===== src/rtl/fetch_unit.sv =====
// Instruction fetch stage: PC, combinational imem addressing, prefetch FIFO, redirect and halt handling.
// Optional perf counters (perf_fetched, perf_bubbles) when FETCH_PERF_EN is defined.
module fetch_unit #(
  parameter logic [15:0] RESET_PC = 16'h0000,
  parameter int unsigned DEPTH    = 2
) (
  input  logic        clk,
  input  logic        rst_n,
  output logic [15:0] imem_addr,
  input  logic [15:0] imem_data,
  output logic        out_valid,
  input  logic        out_ready,
  output logic [15:0] out_instr,
  output logic [15:0] out_pc,
  input  logic        redirect_valid,
  input  logic [15:0] redirect_pc,
  output logic        halted
`ifdef FETCH_PERF_EN
  ,
  output logic [15:0] perf_fetched,
  output logic [15:0] perf_bubbles
`endif
);

  localparam int unsigned AW = $clog2(DEPTH);
  localparam int unsigned CW = AW + 1;
  localparam logic [2:0]  OP_HALT = 3'b011;

  logic [15:0]   pc, pc_nxt;
  logic [AW-1:0] rptr, rptr_nxt, wptr, wptr_nxt;
  logic [CW-1:0] count, count_nxt;
  logic          stopped, stopped_nxt;
  logic          pop, enq;
  logic [15:0]   fifo_pc    [DEPTH];
  logic [15:0]   fifo_instr [DEPTH];

  // Outputs derive only from registered state; halted also folds in a pending redirect.
  assign imem_addr = pc;
  assign out_valid = (count != '0);
  assign out_instr = out_valid ? fifo_instr[rptr] : 16'h0000;
  assign out_pc    = out_valid ? fifo_pc[rptr]    : 16'h0000;
  assign halted    = stopped && (count == '0) && !redirect_valid;

  // Next-state: redirect flushes and retargets; otherwise pop/enqueue with halt predecode.
  always_comb begin
    pc_nxt      = pc;
    rptr_nxt    = rptr;
    wptr_nxt    = wptr;
    count_nxt   = count;
    stopped_nxt = stopped;
    pop         = out_valid && out_ready;
    enq         = 1'b0;
    if (redirect_valid) begin
      pc_nxt      = redirect_pc;
      rptr_nxt    = '0;
      wptr_nxt    = '0;
      count_nxt   = '0;
      stopped_nxt = 1'b0;
    end else begin
      enq = !stopped && ((count < CW'(DEPTH)) || pop);
      if (pop) begin
        rptr_nxt  = rptr + AW'(1);
        count_nxt = count_nxt - CW'(1);
      end
      if (enq) begin
        wptr_nxt  = wptr + AW'(1);
        count_nxt = count_nxt + CW'(1);
        if (imem_data[15:13] == OP_HALT) begin
          stopped_nxt = 1'b1;
        end else begin
          pc_nxt = pc + 16'h0001;
        end
      end
    end
  end

  always_ff @(posedge clk or negedge rst_n) begin
    if (!rst_n) begin
      pc      <= RESET_PC;
      rptr    <= '0;
      wptr    <= '0;
      count   <= '0;
      stopped <= 1'b0;
    end else begin
      pc      <= pc_nxt;
      rptr    <= rptr_nxt;
      wptr    <= wptr_nxt;
      count   <= count_nxt;
      stopped <= stopped_nxt;
    end
  end

  // FIFO storage needs no reset: entries are masked by count.
  always_ff @(posedge clk) begin
    if (enq) begin
      fifo_pc[wptr]    <= pc;
      fifo_instr[wptr] <= imem_data;
    end
  end

`ifdef FETCH_PERF_EN
  // Saturating event counters.
  always_ff @(posedge clk or negedge rst_n) begin
    if (!rst_n) begin
      perf_fetched <= 16'h0000;
      perf_bubbles <= 16'h0000;
    end else begin
      if (enq && (perf_fetched != 16'hFFFF)) begin
        perf_fetched <= perf_fetched + 16'h0001;
      end
      if (out_ready && !out_valid && !halted && (perf_bubbles != 16'hFFFF)) begin
        perf_bubbles <= perf_bubbles + 16'h0001;
      end
    end
  end
`endif

endmodule


===== config.mk =====
export PLATFORM = sky130hd
export DESIGN_NAME = fetch_unit
export DESIGN_NICKNAME = d
export VERILOG_FILES = /design/src/rtl/fetch_unit.sv
export SDC_FILE = /design/constraint.sdc
export NUM_CORES = 1
export LEC_CHECK = 0
export ABC_CLOCK_PERIOD_IN_PS = 4500
export BUFFER_PORTS_ARGS = -buffer_cell sky130_fd_sc_hd__buf_2
export CELL_PAD_IN_SITES_DETAIL_PLACEMENT = 0
export CELL_PAD_IN_SITES_GLOBAL_PLACEMENT = 1
export CORE_MARGIN = 2
export CORE_UTILIZATION = 41
export CTS_BUF_LIST = sky130_fd_sc_hd__clkbuf_4 sky130_fd_sc_hd__clkbuf_8
export DETAILED_ROUTE_END_ITERATION = 10
export GPL_ROUTABILITY_DRIVEN = 0
export PLACE_DENSITY_LB_ADDON = 0.15
export SLEW_MARGIN = 20
export SYNTH_ARGS = -nofsm -noshare
export SYNTH_HDL_FRONTEND = slang
export SYNTH_SLANG_ARGS = --single-unit

===== constraint.sdc =====
create_clock -name clk -period 4.5 [get_ports clk]
set_input_delay 0.45 -clock clk [delete_from_list [all_inputs] [get_ports clk]]
set_output_delay 0.45 -clock clk [all_outputs]
set_load 0.02 [all_outputs]

==> metrics.md, run 1 <==
| Metric | Value |
|---|---|
| Starting DRT DRC Count | `57` |
| Final Hold Fails | `0` |
| Synth top area share | `~53%` |
| Chip width | `98.4 µm` |
| Reg power frac | `44.5%` |
| Dpl hpwl | `4800 µm` |
| First-pass GRT wire length | `11,800 µm` |
| Setup_tns | `0 ps` |
| Final Cycle Share | `61.2%` |
| Total chip power | `2.63 mW` |
| Largest stage delay on the critical path | `540 ps` |
| Critical-path cell list | `inv_1 > ha_1 > buf_4 > inv_1 > nor3_1 > buf_2` |
| GRT Residual Overflow | `0` |
| Hold Buf Count CTS | `0` |
| Buffer and inverter count on the worst path | `4` |
| Post-Place Setup Slack | `about 1900 ps` |
| Number of library cell types mapped by synthesis | `36` |
| CP Max Fanout | `22` |
| RSZ-0062 raised after global routing | `false` |
| Crit path launch | `count[1]$_DFF_PN0_` |
| Crit end category | `primary output` |
| Fin Hold WS | `54.0 ps` |
| Delay-heaviest family, CP | `buffers and inverters` |
| Leakage power total | `approximately 1.7 nW` |
| Largest net degree at the start of global routing | `34` |
| DRT Pass-1 Iters | `4` |
| Fin util | `50.3%` |
| CTS Buf Count | `9` |
| Combinational power share | `35.3%` |
| I/O Pins | `86` |
| Post-Syn Instances | `277` |
| Root cell of the clock tree | `clkbuf_8` |
| Worst slew margin | `between 30% and 40%` |
| # Max-Cap Violations | `0` |
| Sw Share | `37.9%` |
| Post-synth EDFFs | `64` |
| Total die area | `approximately 0.0097 mm²` |
| Post-route DRC | `0` |
| DIE HEIGHT | `98.4 µm` |
| Final setup viols | `0` |
| CTS Buffer Depth | `2` |
| Worst r2r src | `count[1]$_DFF_PN0_` |
| Critical Path RT | `4050 ps` |
| Top-count cell post-synth | `edfxtp_1` |
| Crit-path most repeated cell | `inv_1` |
| Antenna-violating nets left | `0` |
| Synth Flop Type | `edfxtp_1` |
| Via count | `2,389` |
| Row Count | `34` |
| Area leader, netlist | `edfxtp_1` |
| Post-layout net count | `399` |
| Non-Filler Instances | `around 470` |
| Final Max Tran Viols | `0` |
| Slowest CP cell | `ha_1` |
| Clock sinks | `85` |
| GRT Util Overall | `between 10% and 20%` |
| Mean Syn Cell Area | `roughly 13 µm²` |
| Layout area overhead | `19.5%` |
| Final Critical Period | `2750 ps` |
| Synth warnings | `0` |
| Worst Path Arrival | `2300 ps` |
| Post-DP Area | `0.00417 mm²` |
| Initial antenna violation count | `0` |
| DR WL/cell | `15.4 µm` |
| Post-CTS Resized | `0` |
| Slew of the pin with the lowest slew margin | `1010 ps` |
| Post-synthesis register bit count | `85` |
| Core area | `slightly below 0.009 mm²` |
| Register area share after synthesis | `67.0%` |
| Startpoint Class | `flip-flop` |
| I/O Buffers | `85` |
| Reg2reg setup slack | `1840 ps` |
| Clock transition at path regs | `90 ps` |
| FMAX | `363 MHz` |
| Final Worst Setup Slack | `1750 ps` |
| Worst IR Drop VDD | `0.218 mV` |
| Detailed Route WL | `7300 µm` |
| Commonest cells post-synth | `edfxtp_1 (64), nor2_1 (46), mux2i_1 (33)` |
| Clk_lat worst skew | `350 ps` |
| Power Dens Cells | `603 mW/mm²` |
| Post-CTS Setup Bufs | `0` |
| Cells after DPL | `approximately 460` |
| Worst Setup Path Type | `reg -> out` |
| Vias per inst | `5.04` |
| Final Instance Area | `0.00437 mm²` |
| Synthesized cell area | `around 0.0037 mm²` |
| Hold crit path type | `in -> async` |
| Post-synthesis net count | `315` |
| ANT cells | `0` |
| CTS tree | `yes` |
| H-tree depth | `3` |
| Clock Skew | `6.68 ps` |
| Internal power | `between 1.5 and 2 mW` |
| Run status | `finished, final reports clean` |
| Vias in the first global route | `2,387` |
| Sw power | `0.998 mW` |
| Clock network power share | `20.2%` |
| Asr flop ratio synth | `24.7%` |
| Layout cells sized above 1 | `between 20% and 30%` |
| Starting Density | `42.1%` |
| Top post-synthesis cells by area | `edfxtp_1 (53%), dfrtp_1 (14%), mux2i_1 (9.0%), nor2_1 (4.7%), a31oi_1 (1.7%)` |
## final cells by class
cell class / instances / area (µm²)
Clock buffer: 9 / 124
Fill cell: 795 / 4310
Sequential cell: 85 / 2450
Tap cell: 108 / 135
Clock inverter: 7 / 75.1
Multi-Input combinational cell: 171 / 1110
Timing Repair Buffer: 88 / 448
Inverter: 6 / 22.5
## layer usage
| metal | up-vias | wire [µm] | GRT usage (%) |
|---|---|---|---|
| met5 | - | 0 | 0 |
| met4 | 0 | 93 | 6.01 |
| met3 | 7 | 351 | 3.62 |
| met2 | 58 | 3340 | 24.9 |
| met1 | 1131 | 3510 | 20.9 |
| li1 | 1193 | - | - |
## final timing paths
path | endpoint | depth (start not counted)
setup / recovery | halted | 6
hold / removal | imem_addr[0]$_DFFE_PN0P_ | 1
setup reg to reg | imem_addr[12]$_DFFE_PN0P_ | 7
hold reg to reg | fifo_pc[0][9]$_DFFE_PP_ | 0
max in group asynchronous | rptr$_DFFE_PN0P_ | 1
min in group clk | fifo_instr[1][7]$_DFFE_PP_ | 1
## worst reg2reg max path, delay by kind of cell (launching register included)
kind,cells,cell delay (ps)
simple gates,1,110
flops,1,430
compound gates,3,990
buf+inv,2,530
fa+ha+maj,1,540
## power groups by stage
| stage | clock, mW | sequential [mW] | combinational, mW |
|---|---|---|---|
| after floorplan | 0 | 1.15 | 0.680 |
| after global placement | 0 | 1.18 | 0.937 |
| after detailed placement | 0 | 1.19 | 0.939 |
| after CTS | 0.546 | 1.18 | 0.943 |
| after global routing | 0.577 | 1.20 | 1.02 |
| final | 0.532 | 1.17 | 0.928 |
## cells in the final DEF, fill, tap and decap left out, types with 4 or more instances in the layout
| cell type | n |
|---|---|
| dfrtp_1 | 20 |
| and3_1 | 4 |
| mux2i_1 | 33 |
| edfxtp_1 | 64 |
| xnor2_1 | 6 |
| or4_1 | 4 |
| or3_1 | 6 |
| o21ai_0 | 12 |
| nor2_1 | 46 |
| clkbuf_8 | 9 |
| inv_1 | 6 |
| nand2_1 | 14 |
| buf_2 | 85 |
| nand4_1 | 4 |
| a31oi_1 | 10 |
## cell families (layout without fill, tap and decap cells)
group	count (synthesis)	in the layout	share of synthesized area, %
mux	33	33	9.04
buf+inv	21	110	2.67
compound gates	35	35	6.33
xor+xnor	8	8	1.92
simple gates	93	93	12.4
fa+ha+maj	2	2	0.685
flops	85	85	67.0
## state kept, by name, indices dropped and copies added, names as in the netlist
name        count
fifo_instr     32
fifo_pc        32
imem_addr      16
count           2
rptr            1
stopped         1
wptr            1
(Power assumes the default switching activity.)
==> run 2, diff against run 1 <==
--- a/config.mk
+++ b/config.mk
@@ -5,7 +5,8 @@
 export SDC_FILE = /design/constraint.sdc
 export NUM_CORES = 1
 export LEC_CHECK = 0
-export ABC_CLOCK_PERIOD_IN_PS = 4500
+export ABC_AREA = 1
+export ABC_CLOCK_PERIOD_IN_PS = 2750
 export BUFFER_PORTS_ARGS = -buffer_cell sky130_fd_sc_hd__buf_2
 export CELL_PAD_IN_SITES_DETAIL_PLACEMENT = 0
 export CELL_PAD_IN_SITES_GLOBAL_PLACEMENT = 1
==> constraint.sdc (replaced) <==
create_clock -name clk -period 2.75 [get_ports clk]
set_input_delay 0.275 -clock clk [delete_from_list [all_inputs] [get_ports clk]]
set_output_delay 0.275 -clock clk [all_outputs]
set_load 0.02 [all_outputs]
==> metrics.md, run 2 <==
| Metric | Value |
|---|---|
| Commonest cells post-synth | `nor2_1 (89), nand2_1 (77), edfxtp_1 (64)` |
| Fill cell count | `865` |
| Post-layout net count | `508` |
| Row Count | `35` |
| Commonest cells after routing, fill and taps aside | `nor2_1 (87), buf_2 (85), nand2_1 (77)` |
| ANT cells | `0` |
| Starting DRT DRC Count | `approximately 110` |
| Final setup viols | `0` |
| Worst Setup Path Type | `reg -> out` |
| CTS Buf Count | `9` |
| Layout area overhead | `21.3%` |
| Cells after DPL | `569` |
| Leakage power total | `roughly 2.0 nW` |
| Top-count cell post-synth | `nor2_1` |
| Startpoint Class | `flip-flop` |
| I/O Buffers | `85` |
| Post-route DRC | `0` |
| Combinational power share | `37.0%` |
| Post-synthesis net count | `420` |
| Reg power frac | `42.0%` |
| Root cell of the clock tree | `clkbuf_8` |
| Sw power | `1.87 mW` |
| Leading cell type in the layout, fill and taps excluded | `nor2_1` |
| CP Max Fanout | `34` |
| Crit-path most repeated cell | `nor2_1` |
| Internal power | `2.79 mW` |
| Number of library cell types mapped by synthesis | `27` |
| Worst slew margin | `39.1%` |
| Antenna-violating nets left | `0` |
| Crit end category | `primary output` |
| Post-CTS Setup Bufs | `0` |
| Core area | `around 0.0091 mm²` |
| Detailed Route WL | `8540 µm` |
| Clk_lat worst skew | `~350 ps` |
| Critical Path RT | `2480 ps` |
| Final Max Tran Viols | `0` |
| Clock network power share | `21.1%` |
| Critical-path cell list | `clkinv_1 > nor2_1 > nor2_1 > buf_2` |
| Slew of the pin with the lowest slew margin | `~910 ps` |
| First-pass GRT wire length | `13,800 µm` |
| H-tree depth | `3` |
| Final Cycle Share | `81.9%` |
| Worst IR Drop VDD | `0.324 mV` |
| Worst Hold Launch | `imem_data[2]` |
| Setup_tns | `0 ps` |
| Synth warnings | `0` |
| Initial antenna violation count | `0` |
| Worst r2r src | `count[1]$_DFF_PN0_` |
| Post-Place Setup Slack | `758 ps` |
| Run status | `finished, final reports clean` |
| Vias per inst | `a little under 5` |
| Sw Share | `about two fifths` |
| Crit path launch | `rptr$_DFFE_PN0P_` |
| Hold Crit Depth | `1` |
| Largest stage delay on the critical path | `700 ps` |
| FMAX | `444 MHz` |
| Synthesized cell area | `0.00379 mm²` |
| Mean Syn Cell Area | `9.93 µm²` |
| Buffer and inverter count on the worst path | `2` |
| DRT Pass-1 Iters | `4` |
| CTS tree | `yes` |
| RSZ-0062 raised after global routing | `false` |
| Final Critical Period | `approximately 2300 ps` |
| Register area share after synthesis | `64.5%` |
| Slowest CP cell | `clkinv_1` |
| Vias in the first global route | `2,812` |
| Synth top area share | `50.7%` |
| Power Dens Cells | `slightly above 1000 mW/mm²` |
| Clock Skew | `roughly 9.6 ps` |
| GRT Residual Overflow | `0` |
| Post-synthesis register bit count | `85` |
| I/O Pins | `between 80 and 90` |
| Hold crit path type | `in -> reg` |
| Post-synth EDFFs | `64` |
| # Max-Cap Violations | `0` |
| Worst Path Arrival | `approximately 2000 ps` |
| GRT Util Overall | `17.9%` |
| CTS Buffer Depth | `2` |
| DIE HEIGHT | `100 µm` |
| Synth Flop Type | `edfxtp_1` |
| DR WL/cell | `approximately 15 µm` |
| Starting Density | `41.6%` |
| Total die area | `0.0100 mm²` |
| Register-to-Register Path Depth | `10` |
| Chip width | `~100 µm` |
| Non-Filler Instances | `about 590` |
| Area leader, netlist | `edfxtp_1` |
| Layout cells sized above 1 | `25.9%` |
| Dpl hpwl | `5720 µm` |
| Post-Syn Instances | `382` |
| Asr flop ratio synth | `24.7%` |
| Delay-heaviest family, CP | `buffers and inverters` |
| Clock sinks | `85` |
| Clock transition at path regs | `90 ps` |
| Largest net degree at the start of global routing | `35` |
| Final Worst Setup Slack | `497 ps` |
| Final Hold Fails | `0` |
| CP Depth | `4` |
| Via count | `2,863` |
| Top post-synthesis cells by area | `edfxtp_1 (51%), dfrtp_1 (14%), nor2_1 (8.8%), nand2_1 (7.6%), o21ai_0 (4.7%)` |
run 2: cell count changes in the layout (fill, tap and decap cells not counted), sizes merged, moves of 3 or more:
cell	before	now
o2111ai	3	0
nand2	14	80
nand3	3	22
and3	4	0
o31ai	3	0
o21ai	12	37
or3	6	0
xnor2	6	3
nor2	46	98
inv	7	24
mux2i	33	0
a31oi	10	0
or4	4	0
run 2: per-layer routing:
layer	share of wire, %	vias up	track usage, %
li1	-	1447	-
met1	47	1314	24.0
met2	46	85	28.5
met3	4.8	17	3.13
met4	2.4	0	8.64
met5	0	-	0
run 2: worst paths after layout:
check / endpoint / slack [ps]
min in group asynchronous: imem_addr[14]$_DFFE_PN0P_ / 420
max in group asynchronous: stopped$_DFFE_PN0P_ / 1970
max reg2reg: fifo_pc[0][10]$_DFFE_PP_ / 760
min: fifo_instr[0][2]$_DFFE_PP_ / 110
min reg2reg: stopped$_DFFE_PN0P_ / 590
max: out_pc[7] / 500
run 2: power by group through the flow:
| stage | logic, mW | clock network, mW | registers (mW) |
|---|---|---|---|
| after floorplan | 1.07 | 0 | 2.00 |
| after global placement | 1.73 | 0 | 1.98 |
| after detailed placement | 1.74 | 0 | 1.98 |
| after CTS | 1.75 | 1.00 | 1.96 |
| after global routing | 1.93 | 1.04 | 1.99 |
| final | 1.72 | 0.981 | 1.95 |
run 2: cell type report:
cell class,count,area [µm²],area share (%)
flip-flops and latches,85,2450,53.2
inverters,23,86.3,1.88
multi-input cells,260,1210,26.3
clock inverters,7,97.6,2.12
well taps,111,139,3.02
repair buffers,91,498,10.8
clock buffers,9,124,2.69
run 2: repair_timing:
action	CTS	global route
endpoints found under the setup margin	0	0
resized for setup	0	0
endpoints found under the hold margin	21	0
hold buffers	1	0
run 2: cells by family after synthesis:
group                    after synthesis  share of synthesized area [%]
AND/OR/NAND/NOR                      207                           23.1
XOR/XNOR                               7                           1.62
AO/OA/AOI/OAI                         44                           6.13
flip-flops                            85                           64.5
buffers and inverters                 37                           3.99
adder cells (fa/ha/maj)                2                          0.660
run 2: stage by stage:
stage / area (µm²) / total power, mW / hold slack [ps] / utilization [%]
global placement: 4370 / 3.71 / 282 / 48.0
finish: 4600 / 4.66 / 113 / 50.5
global route: 4600 / 4.96 / 89.3 / 50.5
CTS: 4600 / 4.71 / 91.1 / 50.5
detailed placement: 4370 / 3.73 / 291 / 48.0
floorplan: 3790 / 3.08 / -20.6 / -
==> run 3, diff against run 2 <==
--- a/config.mk
+++ b/config.mk
@@ -6,12 +6,12 @@
 export NUM_CORES = 1
 export LEC_CHECK = 0
 export ABC_AREA = 1
-export ABC_CLOCK_PERIOD_IN_PS = 2750
+export ABC_CLOCK_PERIOD_IN_PS = 1900
 export BUFFER_PORTS_ARGS = -buffer_cell sky130_fd_sc_hd__buf_2
 export CELL_PAD_IN_SITES_DETAIL_PLACEMENT = 0
 export CELL_PAD_IN_SITES_GLOBAL_PLACEMENT = 1
 export CORE_MARGIN = 2
-export CORE_UTILIZATION = 41
+export CORE_UTILIZATION = 38
 export CTS_BUF_LIST = sky130_fd_sc_hd__clkbuf_4 sky130_fd_sc_hd__clkbuf_8
 export DETAILED_ROUTE_END_ITERATION = 10
 export GPL_ROUTABILITY_DRIVEN = 0
==> constraint.sdc (replaced) <==
create_clock -name clk -period 1.9 [get_ports clk]
set_input_delay 0.19 -clock clk [delete_from_list [all_inputs] [get_ports clk]]
set_output_delay 0.19 -clock clk [all_outputs]
set_load 0.02 [all_outputs]
==> metrics.md, run 3 (synthesized netlist as in run 2, its figures left out) <==
| Metric | Value |
|---|---|
| Run status | `finished, final reports clean` |
| Final setup viols | `0` |
| Final Cycle Share | `between 90% and 100%` |
| Detailed Route WL | `approximately 8400 µm` |
| Post-route DRC | `0` |
| Starting DRT DRC Count | `119` |
| H-tree depth | `3` |
| Layout cells sized above 1 | `27.6%` |
| Hold Crit Depth | `1` |
| Worst Hold Launch | `imem_data[2]` |
| Crit end category | `primary output` |
| CTS Buf Count | `9` |
| Post-layout net count | `515` |
| Crit path launch | `count[1]$_DFF_PN0_` |
| Register-to-Register Path Depth | `10` |
| Post-CTS Setup Bufs | `0` |
| ANT cells | `0` |
| RR Endpoint | `fifo_instr[1][0]$_DFFE_PP_` |
| GRT Residual Overflow | `0` |
| GRT Util Overall | `16.3%` |
| DIE HEIGHT | `104 µm` |
| Core area | `about 0.01 mm²` |
| Fin Hold WS | `about 30 ps` |
| I/O Buffers | `85` |
| Layout area overhead | `24.4%` |
| DRT Pass-1 Iters | `4` |
| Clk_lat worst skew | `350 ps` |
| Multi-input gate area | `0.00122 mm²` |
| Root cell of the clock tree | `clkbuf_8` |
| CP Max Fanout | `34` |
| Non-Filler Instances | `615` |
| Final Hold Fails | `0` |
| First-pass GRT wire length | `about 14,000 µm` |
| Total die area | `0.0108 mm²` |
| Fill cell count | `approximately 960` |
| Antenna-violating nets left | `0` |
| Clock sinks | `85` |
| Row Count | `36` |
| Initial antenna violation count | `0` |
| Worst slew margin | `64.4%` |
| Commonest cells after routing, fill and taps aside | `nor2_1 (87), nand2_1 (76), buf_2 (71)` |
| FMAX | `553 MHz` |
| Reg2reg setup slack | `140 ps` |
| Hold crit path type | `in -> reg` |
| Leading cell type in the layout, fill and taps excluded | `nor2_1` |
| Clock Skew | `14.3 ps` |
| Worst r2r src | `count[1]$_DFF_PN0_` |
| Final Max Tran Viols | `0` |
| Critical Path RT | `1710 ps` |
| Vias in the first global route | `2,711` |
| Dpl hpwl | `just under 6000 µm` |
| Setup_tns | `0 ps` |
| CTS tree | `yes` |
| # Max-Cap Violations | `0` |
| CTS Buffer Depth | `2` |
| Final Critical Period | `1810 ps` |
| Cells after DPL | `598` |
| Startpoint Class | `flip-flop` |
| DR WL/cell | `approximately 14 µm` |
| Largest net degree at the start of global routing | `35` |
| Fin util | `48.5%` |
| Via count | `2,843` |
| FF+latch area | `0.00245 mm²` |
| Chip width | `roughly 100 µm` |
| I/O Pins | `86` |
| RSZ-0062 raised after global routing | `true` |
| Vias per inst | `4.62` |
| Power Dens Cells | `1430 mW/mm²` |
| Worst Setup Path Type | `reg -> out` |
| Clock transition at path regs | `90 ps` |
| Worst Path Arrival | `1620 ps` |
| Leakage power total | `2.06 nW` |
| Slew of the pin with the lowest slew margin | `around 530 ps` |
| Worst IR Drop VDD | `0.436 mV` |
| Starting Density | `39.0%` |
| Hold worst-path end | `fifo_instr[1][2]$_DFFE_PP_` |
run 3: worst max-delay path by stage:
stage / endpoint / slack (ps) / cells after the start
final: halted / 90 / 6
after detailed placement: fifo_instr[1][13]$_DFFE_PP_ / 170 / 10
after floorplan: fifo_instr[1][0]$_DFFE_PP_ / -10 / 9
after global placement: fifo_instr[1][11]$_DFFE_PP_ / 200 / 10
after CTS: out_pc[2] / 10 / 7
after global routing: out_instr[4] / -30 / 7
run 3: area by class of cell:
cell class,count,area share [%]
Sequential cell,85,51.9
Multi-Input combinational cell,260,25.8
Timing Repair Buffer,98,12.7
Tap cell,133,3.53
Clock buffer,9,2.62
Inverter,23,1.93
Clock inverter,7,1.54
run 3: report_power, final:
group / leakage [nW] / internal (mW) / switching, mW
registers: 0.850 / 2.51 / 0.307
logic: 1.11 / 0.943 / 1.73
clock network: 0.0981 / 0.615 / 0.664
total: 2.06 / 4.06 / 2.70
run 3: stage by stage:
stage | setup slack [ps] | area [µm²] | total power, mW
after CTS | 13.8 | 4680 | 6.78
final | 90.5 | 4720 | 6.77
after global routing | -31.8 | 4720 | 7.24
after detailed placement | 167 | 4470 | 5.45
after global placement | 199 | 4470 | 5.42
after floorplan | -10.1 | 3820 | 4.50
run 3: critical path, cell delays in order (launching register included):
cell and delay, ps:
dfrtp_1 420, inv_1 70, ha_2 180, inv_4 50, buf_12 150, nor3_1 200, buf_2 200
run 3: per-layer routing:
metal / track usage (%) / wire [µm]
met4: 6.56 / 112
met5: 0 / 0
met1: 21.6 / 4020
met2: 26.8 / 4000
met3: 2.82 / 288
run 3: timing repair:
| item | 4_1_cts | 5_1_grt |
|---|---|---|
| setup endpoints to repair | 33 | 30 |
| hold buffers | 1 | 0 |
| resized for setup | 3 | 15 |
| endpoints found under the hold margin | 21 | 0 |
